**src/rtl/bcd_seg_pkg.sv**
```systemverilog
// Shared seven-segment definitions for the two-digit BCD display path.
// Segment order is bit0=a .. bit6=g, active-high.
package bcd_seg_pkg;

  localparam logic [6:0] SEG_LUT [10] = '{
    7'h3F, 7'h06, 7'h5B, 7'h4F, 7'h66,
    7'h6D, 7'h7D, 7'h07, 7'h7F, 7'h6F
  };

  localparam logic [6:0] SEG_BLANK = 7'h00;

  function automatic logic bcd_valid(input logic [3:0] nibble);
    return nibble <= 4'd9;
  endfunction

endpackage

```
**src/rtl/seg7_enc.sv**
```systemverilog
// Combinational BCD digit to seven-segment encoder; non-BCD input blanks.
module seg7_enc
  import bcd_seg_pkg::*;
(
  input  logic [3:0] bcd,
  output logic [6:0] seg
);

  always_comb begin
    seg = SEG_BLANK;
    if (bcd_valid(bcd)) seg = SEG_LUT[bcd];
  end

endmodule

```
**src/rtl/bcd2_seg_counter.sv**
```systemverilog
// Two-digit BCD up/down counter with prescaler and registered 7-seg output.
// both7seg lags digits by one clock.
module bcd2_seg_counter
  import bcd_seg_pkg::*;
#(
  parameter int unsigned DIV        = 160000,
  parameter int unsigned CBITS      = 18,
  parameter int unsigned ACTIVE_LOW = 0
) (
  input  logic        clk,
  input  logic        rst,
  input  logic        en,
  input  logic        up,
  input  logic        load,
  input  logic [7:0]  load_val,
  output logic [7:0]  digits,
  output logic [13:0] both7seg,
  output logic        carry,
  output logic        load_err
);

  localparam logic [CBITS-1:0] TERM = CBITS'(DIV - 1);
  localparam logic [13:0]      POL  = (ACTIVE_LOW != 0) ? '1 : '0;
  localparam logic [13:0]      SEG_RESET = {SEG_LUT[0], SEG_LUT[0]} ^ POL;

  logic [CBITS-1:0] presc;
  logic             step;
  logic             load_ok;
  logic [3:0]       tens_n, ones_n;
  logic             wrap;
  logic [6:0]       seg_tens, seg_ones;

  assign step    = en && (presc == TERM);
  assign load_ok = bcd_valid(load_val[7:4]) && bcd_valid(load_val[3:0]);

  always_comb begin
    tens_n = digits[7:4];
    ones_n = digits[3:0];
    wrap   = 1'b0;
    if (up) begin
      if (digits[3:0] == 4'd9) begin
        ones_n = 4'd0;
        if (digits[7:4] == 4'd9) begin
          tens_n = 4'd0;
          wrap   = 1'b1;
        end else begin
          tens_n = digits[7:4] + 4'd1;
        end
      end else begin
        ones_n = digits[3:0] + 4'd1;
      end
    end else begin
      if (digits[3:0] == 4'd0) begin
        ones_n = 4'd9;
        if (digits[7:4] == 4'd0) begin
          tens_n = 4'd9;
          wrap   = 1'b1;
        end else begin
          tens_n = digits[7:4] - 4'd1;
        end
      end else begin
        ones_n = digits[3:0] - 4'd1;
      end
    end
  end

  // A rejected load still lets the prescaler run; only a valid load restarts it.
  always_ff @(posedge clk or posedge rst) begin
    if (rst) begin
      presc <= '0;
    end else if (load && load_ok) begin
      presc <= '0;
    end else if (en) begin
      presc <= step ? '0 : presc + 1'b1;
    end
  end

  always_ff @(posedge clk or posedge rst) begin
    if (rst) begin
      digits   <= 8'h00;
      carry    <= 1'b0;
      load_err <= 1'b0;
    end else begin
      carry    <= 1'b0;
      load_err <= 1'b0;
      if (load) begin
        if (load_ok) digits <= load_val;
        else         load_err <= 1'b1;
      end else if (step) begin
        digits <= {tens_n, ones_n};
        carry  <= wrap;
      end
    end
  end

  seg7_enc u_enc_tens (.bcd(digits[7:4]), .seg(seg_tens));
  seg7_enc u_enc_ones (.bcd(digits[3:0]), .seg(seg_ones));

  always_ff @(posedge clk or posedge rst) begin
    if (rst) both7seg <= SEG_RESET;
    else     both7seg <= {seg_tens, seg_ones} ^ POL;
  end

endmodule

```
**config.mk**
```make
export PLATFORM = sky130hd
export DESIGN_NAME = bcd2_seg_counter
export DESIGN_NICKNAME = d
export VERILOG_FILES = /design/src/rtl/bcd_seg_pkg.sv /design/src/rtl/seg7_enc.sv /design/src/rtl/bcd2_seg_counter.sv
export SDC_FILE = /design/constraint.sdc
export NUM_CORES = 1
export LEC_CHECK = 0
export CAP_MARGIN = 15
export CORE_AREA = 4 4 78 80
export DETAILED_ROUTE_END_ITERATION = 8
export DIE_AREA = 0 0 82 84
export MAX_ROUTING_LAYER = met4
export PLACE_DENSITY_LB_ADDON = 0.1
export SKIP_LAST_GASP = 1
export SYNTH_ARGS = -nofsm -noshare
export SYNTH_HDL_FRONTEND = slang
export SYNTH_SLANG_ARGS = --single-unit
```
**constraint.sdc**
```tcl
create_clock -name clk -period 1.9 [get_ports clk]
set_clock_uncertainty 0.05 [all_clocks]
set_input_delay 0.285 -clock clk [delete_from_list [all_inputs] [get_ports clk]]
set_output_delay 0.285 -clock clk [all_outputs]
set_load 0.02 [all_outputs]
```
==> results of run 1 <==
## synthesized netlist by cell type, types with 3 or more instances
master,count
xor2_1,3
nor2_1,44
or3_1,3
dfstp_2,12
nand2b_1,4
xnor2_1,12
clkbuf_1,14
dfrtp_1,30
a21oi_1,16
o21ai_0,14
inv_1,12
nand2_1,19
nand3_1,10
nor4_1,6
nor3_1,9
a211oi_1,7
nor2b_1,4
nand4_1,7
a31oi_1,5
ha_1,13
## routing by layer
metal	up-vias	global-route usage, %
li1	1211	-
met1	1162	28.11
met2	56	29.02
met3	6	3.672
met4	0	6.344
met5	-	-
## logic make-up (layout without fill, tap and decap cells)
logic type               Yosys count  after routing  synth area share (%)
AND/OR/NAND/NOR                  121            121                 23.71
AO/OA/AOI/OAI                     68             68                 18.27
flip-flops                        42             42                 41.40
buffers and inverters             30            117                 4.810
XOR/XNOR                          15             15                 5.102
adder cells (fa/ha/maj)           13             13                 6.317
multiplexers                       1              1                0.3887
## worst max path at each step
stage,from,to,slack (ns),cells past startpoint
after floorplan,digits[1],digits[6],-0.01,8
after global placement,load,digits[6],-0.09,6
after detailed placement,load,digits[6],-0.13,6
after CTS,presc[15],digits[1],-0.009,5
after global routing,digits[0],digits[6],-0.13,7
final,digits[0],digits[6],-0.04,7
## where the power goes
part	total (mW)	internal (mW)	switching, mW
logic	1.65	0.774	0.874
clock network	0.749	0.429	0.320
registers	1.31	1.17	0.134
## area by class of cell
type                       count  area, um^2  area share [%]
clock buffer                   7       86.33           2.393
clock inverter                 1       30.03          0.8322
inverter                      13       48.80           1.352
multi-input combinational    218        1446           40.08
sequential                    42        1071           29.68
tap                           72       90.09           2.497
timing repair buffer          96       835.8           23.16
## sequential cells by signal (all words and copies together) (netlist names)
signal,cells
load_err,1
carry,1
digits,8
both7seg,14
presc,18
## critical path, delay by kind of cell (launching register included)
family / cells / cell delay [ns]
AOI/OAI and AO/OA: 4 / 0.75
DFF: 1 / 0.45
and+or+nand+nor: 1 / 0.37
adders and majority gates: 1 / 0.14
buffers and inverters: 1 / 0.09
## what timing repair did
action,4_1_cts,5_1_grt
pin swaps,1,2
setup buffers,1,5
gates resized for setup,1,10
setup endpoints to repair,3,9
==> summary.md, run 1 <==
| Metric | Value |
|---|---|
| Vias in the first global route | 2323 |
| DRT met1 WL | ~3200 um |
| Aggregate global-route resource usage | between 20% and 30% |
| Num ports | 37 |
| Slowest cell on crit path | dfrtp_2 |
| Count of cell types in the netlist | 55 |
| Antenna diodes | 0 |
| Crit end category | register |
| Critical path class | register to register |
| Nets | ~400 |
| FFs w/ async S/R, synth | 100.0% |
| Clock buffer depth | 2 |
| CTS root buf | clkbuf_8 |
| Vias | 2435 |
| Worst EP required | just over 2 ns |
| Worst Path Max Fanout | 6 |
| Outcome | complete, but fails checks |
| Clock transition at the registers of the reported paths | approximately 0.08 ns |
| Port buffer count | 36 |
| Setup violations, final | 3 |
| Avg Inst Size Synth | between 8 and 9 um^2 |
| Worst setup SP type | register |
| Final core utilization | 66.76% |
| Area of the mapped netlist | 2575 um^2 |
| Design Area, Final | 3608 um^2 |
| Antenna-violating nets left | 0 |
| Routed length on met3 | 298 um |
| Fin Setup TNS | -0.07215 ns |
| Num Clock Sinks | 42 |
| Fin worst setup slack | -0.04484 ns |
| Die ar. | a little under 7000 um^2 |
| Fmax | 0.5142 GHz |
| RR Startpoint | digits[0] |
| DRC Markers | 0 |
| Post-Synthesis Cells | 290 |
| # H-tree levels | 2 |
| CP Cell Sequence | inv_2 > ha_4 > or3b_4 > a211oi_2 > a21o_2 > o21ai_2 > a32o_1 |
| Violated checks | negative setup slack |
| Leakage power | around 1.5 nW |
| Fin crit share | 102.4% |
| First-pass GRT wire length | between 10000 and 15000 um |
| Number of flops mapped to enable cells by yosys | 0 |
| Worst-Skew Late Latency | 0.29 ns |
| PwrDens | about 1000 nW/um^2 |
| Initial DRC count | 107 |
| Commonest non-fill, non-tap cell in the layout | buf_4 |
| Largest cells by area after synthesis | dfrtp_1 29%, dfstp_2 12%, nor2_1 6.4%, ha_1 6.3%, xnor2_1 4.1% |
| Max VDD drop | a little over 0.6 mV |
| Area Growth Syn to Fin | 40.14% |
| Core ar. | between 5000 and 6000 um^2 |
| Post-synth top area cell | dfrtp_1 |
| Post-Layout Cell Count | 449 |
| Final hold vios | 0 |
| Initial core utilization | between 40% and 50% |
| Reg2Reg Depth | 7 |
| Yosys warns | 0 |
| Slew @ Worst Pin | about 0.45 ns |
| Worst reg2reg endpoint | digits[6] |
| Rel. slew slack | about 70% |
| Met2 wire len | between 2000 and 3000 um |
| Cell row count | 27 |
| Post-detail-place hpwl | about 4700 um |
| Seq/Total Area, Yosys | about two fifths |
| CTS buffer count | 5 |
| Max-cap violation count | 0 |
| Area after DPL | between 3000 and 4000 um^2 |
| Yosys top cell area share | 29.15% |
| GP Congestion | 0.9190 |
| Avg WL per Cell | 14.39 um |
| Synth Register Bits | 42 |
| Die W | 82 um |
| CTS tree | built |
| Largest net degree at the start of global routing | 43 |
| Post-Route WL | about 6500 um |
| Crit-path max cell delay | approximately 0.45 ns |
| Fill cell count | roughly 460 |
| WHS | around 0.30 ns |
| Pre-CTS WS | -0.1337 ns |
| Syn nets | 316 |
| # hold bufs at CTS | 0 |
| RSZ-0062 raised after global routing | true |
| HP Class | input port to async pin |
| Die Ht | ~84 um |
| DR top layer | met4 |
| Commonest non-fill, non-tap cells in the layout | 58 x buf_4, 43 x nor2_1, 36 x clkdlybuf4s50_1 |
| Antenna violations before repair | 0 |
| TritonRoute pass-1 iters | 4 |
| Critical path arrival | about 2.1 ns |
| Final Max Tran Viols | 0 |
| Share of cells above drive strength 1 | 28.65% |
| Grt ovf | 0 |
| Avg Vias per Cell | approximately 5.4 |
| Minimum clock period | roughly 1.9 ns |
| Setup slack, reg-to-reg | -0.04 ns |
| Cells after DPL | 435 |
| Most common flop cell mapped by yosys | dfrtp_1 |
| Total power | 3.705 mW |
Power figures use the tool's default switching activity.
==> run 2: changes to the inputs <==
--- a/config.mk
+++ b/config.mk
@@ -5,13 +5,15 @@
 export SDC_FILE = /design/constraint.sdc
 export NUM_CORES = 1
 export LEC_CHECK = 0
+export ABC_AREA = 1
 export CAP_MARGIN = 15
-export CORE_AREA = 4 4 78 80
+export CORE_AREA = 4 4 79 81
 export DETAILED_ROUTE_END_ITERATION = 8
-export DIE_AREA = 0 0 82 84
+export DIE_AREA = 0 0 83 85
 export MAX_ROUTING_LAYER = met4
 export PLACE_DENSITY_LB_ADDON = 0.1
 export SKIP_LAST_GASP = 1
+export SLEW_MARGIN = 20
 export SYNTH_ARGS = -nofsm -noshare
 export SYNTH_HDL_FRONTEND = slang
 export SYNTH_SLANG_ARGS = --single-unit
==> run 2 against run 1 <==
The run now ends clean. Clock-buffer cell count did not move. Utilization down 5.2 points. Sequential power up 5%. Die area up 2.4%. Clock power decreased by 6.5%. Global-route usage shrank 0.060 points. Wire length grew 1.6%. Non-clock buffer count is 46 lower. Critical path type is now register to output pin.
==> summary.md, run 2 <==
| Metric | Value |
|---|---|
| Port buffer count | 36 (unchanged) |
| Fin crit share | 96.07% (-6.3 points) |
| Most flops, register | presc |
| Cell row count | 27 (unchanged) |
| Antenna violations before repair | 0 (unchanged) |
| Seq/Total Area, Yosys | 39.35% (-2.0 points) |
| Aggregate global-route resource usage | 19.95% (-0.060 points) |
| Number of flip-flops in the largest register | 18 (unchanged) |
| Critical path class | register to output pin |
| Total power | 3.660 mW (-1.2%) |
| Count of cell types in the netlist | 31 (-44%) |
| Post-Synthesis Cells | 373 (+29%) |
| Pre-CTS WS | -0.05249 ns (+0.08120 ns) |
| Slew @ Worst Pin | 0.5172 ns (+0.06705 ns) |
| Area of the mapped netlist | 2709 um^2 (+5.2%) |
| Worst-Skew Late Latency | 0.29 ns (about the same) |
| Outcome | completed |
| Antenna-violating nets left | 0 (unchanged) |
| Avg Inst Size Synth | 7.262 um^2 (-18%) |
| Syn nets | 399 (+26%) |
| Post-cts repair resize count | 1 (unchanged) |
| Post-detail-place hpwl | 5001 um (+7.2%) |
| CTS tree | built |
| Slowest cell on crit path | clkdlybuf4s50_1 |
| Post-synth top area cell | dfrtp_1 |
| RSZ-0062 raised after global routing | false |
| # H-tree levels | 2 (unchanged) |
| CTS root buf | clkbuf_8 |
| GP Congestion | 0.9673 (+5.3%) |
| Max-cap violation count | 0 (unchanged) |
| Crit end category | output pin |
| Initial core utilization | 49.50% (+1.9 points) |
| Fin Setup TNS | 0 ns (+0.07215 ns) |
| Nets | 448 (+11%) |
| Post-CTS setup buffers | 0 (-1) |
| Post-Route WL | 6567 um (+1.6%) |
| Design Area, Final | 3369 um^2 (-6.6%) |
| Final Max Tran Viols | 0 (unchanged) |
| Die Ht | 85 um (+1.2%) |
| First-pass GRT wire length | 11500 um (+7.8%) |
| Fill cell count | 517 (+12%) |
| Die W | 83 um (+1.2%) |
| Largest regs | presc: 18 flops, both7seg: 14 flops, digits: 8 flops |
| Share of cells above drive strength 1 | 12.29% (-16 points) |
| Core ar. | 5473 um^2 (+1.3%) |
| Yosys warns | 0 (unchanged) |
| Worst Path Max Fanout | 9 (+3) |
| Critical path arrival | 1.49 ns (-0.59 ns) |
| # hold bufs at CTS | 0 (unchanged) |
| FFs w/ async S/R, synth | 100.0% (unchanged) |
| DRC Markers | 0 (unchanged) |
| Leakage power | 1.632 nW (+8.5%) |
| CTS buffer count | 5 (unchanged) |
| Num Clock Sinks | 42 (unchanged) |
| Avg WL per Cell | 13.27 um (-7.8%) |
| Minimum clock period | 1.825 ns (-0.1195 ns) |
| Number of flops mapped to enable cells by yosys | 0 (unchanged) |
| Grt ovf | 0 (unchanged) |
| Num ports | 37 (unchanged) |
| Initial DRC count | 163 (+52%) |
| Fin worst setup slack | 0.07470 ns (+0.1195 ns) |
| Avg Vias per Cell | 5.313 (-2.0%) |
| Commonest non-fill, non-tap cell in the layout | nand2_1 |
| CP Cell Sequence | clkdlybuf4s50_1 |
| Synth Register Bits | 42 (unchanged) |
| Clock transition at the registers of the reported paths | 0.08 ns (about the same) |
| Count leader, synth | nand2_1 |
| Commonest non-fill, non-tap cells in the layout | 95 x nand2_1, 46 x nand3_1, 43 x inv_1 |
| Most common flop cell mapped by yosys | dfrtp_1 |
| Max VDD drop | 0.8140 mV (+34%) |
| Largest cells by area after synthesis | dfrtp_1 28%, nand2_1 13%, dfstp_2 12%, nand3_1 8.5%, inv_1 6.1% |
| TritonRoute pass-1 iters | 4 (unchanged) |
| Die ar. | 7055 um^2 (+2.4%) |
| Area Growth Syn to Fin | 24.39% |
| Worst setup SP type | register |
| Worst EP required | 1.56 ns (-0.48 ns) |
| Antenna diodes | 0 (unchanged) |
| Buf/Inv on CP | 1 (unchanged) |
| Delay-heaviest family, CP | buffers and inverters |
| PwrDens | 1086 nW/um^2 (+5.8%) |
| Rel. slew slack | 65.40% (-4.5 points) |
| Clock buffer depth | 2 (unchanged) |
| Fmax | 0.5479 GHz (+6.5%) |
| Vias in the first global route | 2551 (+9.8%) |
| Crit-path max cell delay | 0.67 ns (+0.22 ns) |
| Final hold vios | 0 (unchanged) |
| Yosys top cell area share | 27.71% (-1.4 points) |
| Setup violations, final | 0 (-3) |
| Final core utilization | 61.57% (-5.2 points) |
| Vias | 2630 (+8.0%) |
| Area after DPL | 3256 um^2 (-4.4%) |
| Largest net degree at the start of global routing | 43 (unchanged) |
| HP Class | input port to async pin |
| Synth cell count leaders | 95 x nand2_1, 46 x nand3_1, 44 x inv_1 |
==> run 2: cell types whose count changed in the layout (fill, tap and decap cells not counted), sizes merged, moves of 10 or more <==
cell / change
nand3: +36
nand4: +12
o21ai: +10
nand2: +79
inv: +37
xnor2: -11
buf: -46
==> run 2: routing by layer <==
layer  part of all wire, %  wire length, um  GRT usage (%)  vias to the layer above
li1                      -                -              -                     1315
met1                    45             2977          24.94                     1237
met2                    49             3248          33.75                       72
met3                   4.3              282          2.816                        6
met4                  0.88               58          5.795                        0
met5                     0                0              -                        -
==> run 2: worst paths after layout <==
path / from / cells after the start / slack, ns / endpoint
hold / removal: rst / 3 / 0.30 / presc[3]
setup reg to reg: presc[1] / 10 / 0.18 / presc[4]
max in group asynchronous: rst / 3 / 1.24 / both7seg[11]
min in group clk: presc[1] / 2 / 0.51 / presc[1]
hold reg to reg: presc[1] / 2 / 0.51 / presc[1]
setup / recovery: digits[4] / 1 / 0.07 / digits[4]
==> run 2: kinds of logic (layout without fill, tap and decap cells) <==
logic type | Yosys count | in the layout | synth area share, %
XOR/XNOR | 4 | 4 | 1.294
flip-flops | 42 | 42 | 39.35
adder cells (fa/ha/maj) | 13 | 13 | 6.005
buffers and inverters | 60 | 110 | 9.099
AND/OR/NAND/NOR | 208 | 208 | 34.87
AO/OA/AOI/OAI | 46 | 46 | 9.376
==> run 2: cell type report <==
cell class / count / area [um^2] / area share (%)
clock buffer: 7 / 76.32 / 2.265
tap: 72 / 90.09 / 2.674
inverter: 52 / 200.2 / 5.941
clock inverter: 1 / 30.03 / 0.8912
timing repair buffer: 50 / 503.0 / 14.93
multi-input combinational: 271 / 1401 / 41.59
sequential: 42 / 1069 / 31.71
==> run 2: where the power goes <==
group / switching [mW] / internal, mW / total, mW
Clock: 0.306 / 0.394 / 0.700
Sequential: 0.173 / 1.19 / 1.37
Combinational: 0.909 / 0.685 / 1.59
Total: 1.39 / 2.27 / 3.66
==> run 2: per-stage QoR <==
stage	cells	hold WS, ns
final	495	0.2968
after global routing	495	0.3157
after CTS	495	0.3034
after detailed placement	487	0.4851
after global placement	487	0.4765
after floorplan	373	0.4226
==> run 2: worst min-delay path, stage by stage <==
cell	delay, ns
clkdlybuf4s50_1	0.39
inv_1	0.09
buf_12	0.24
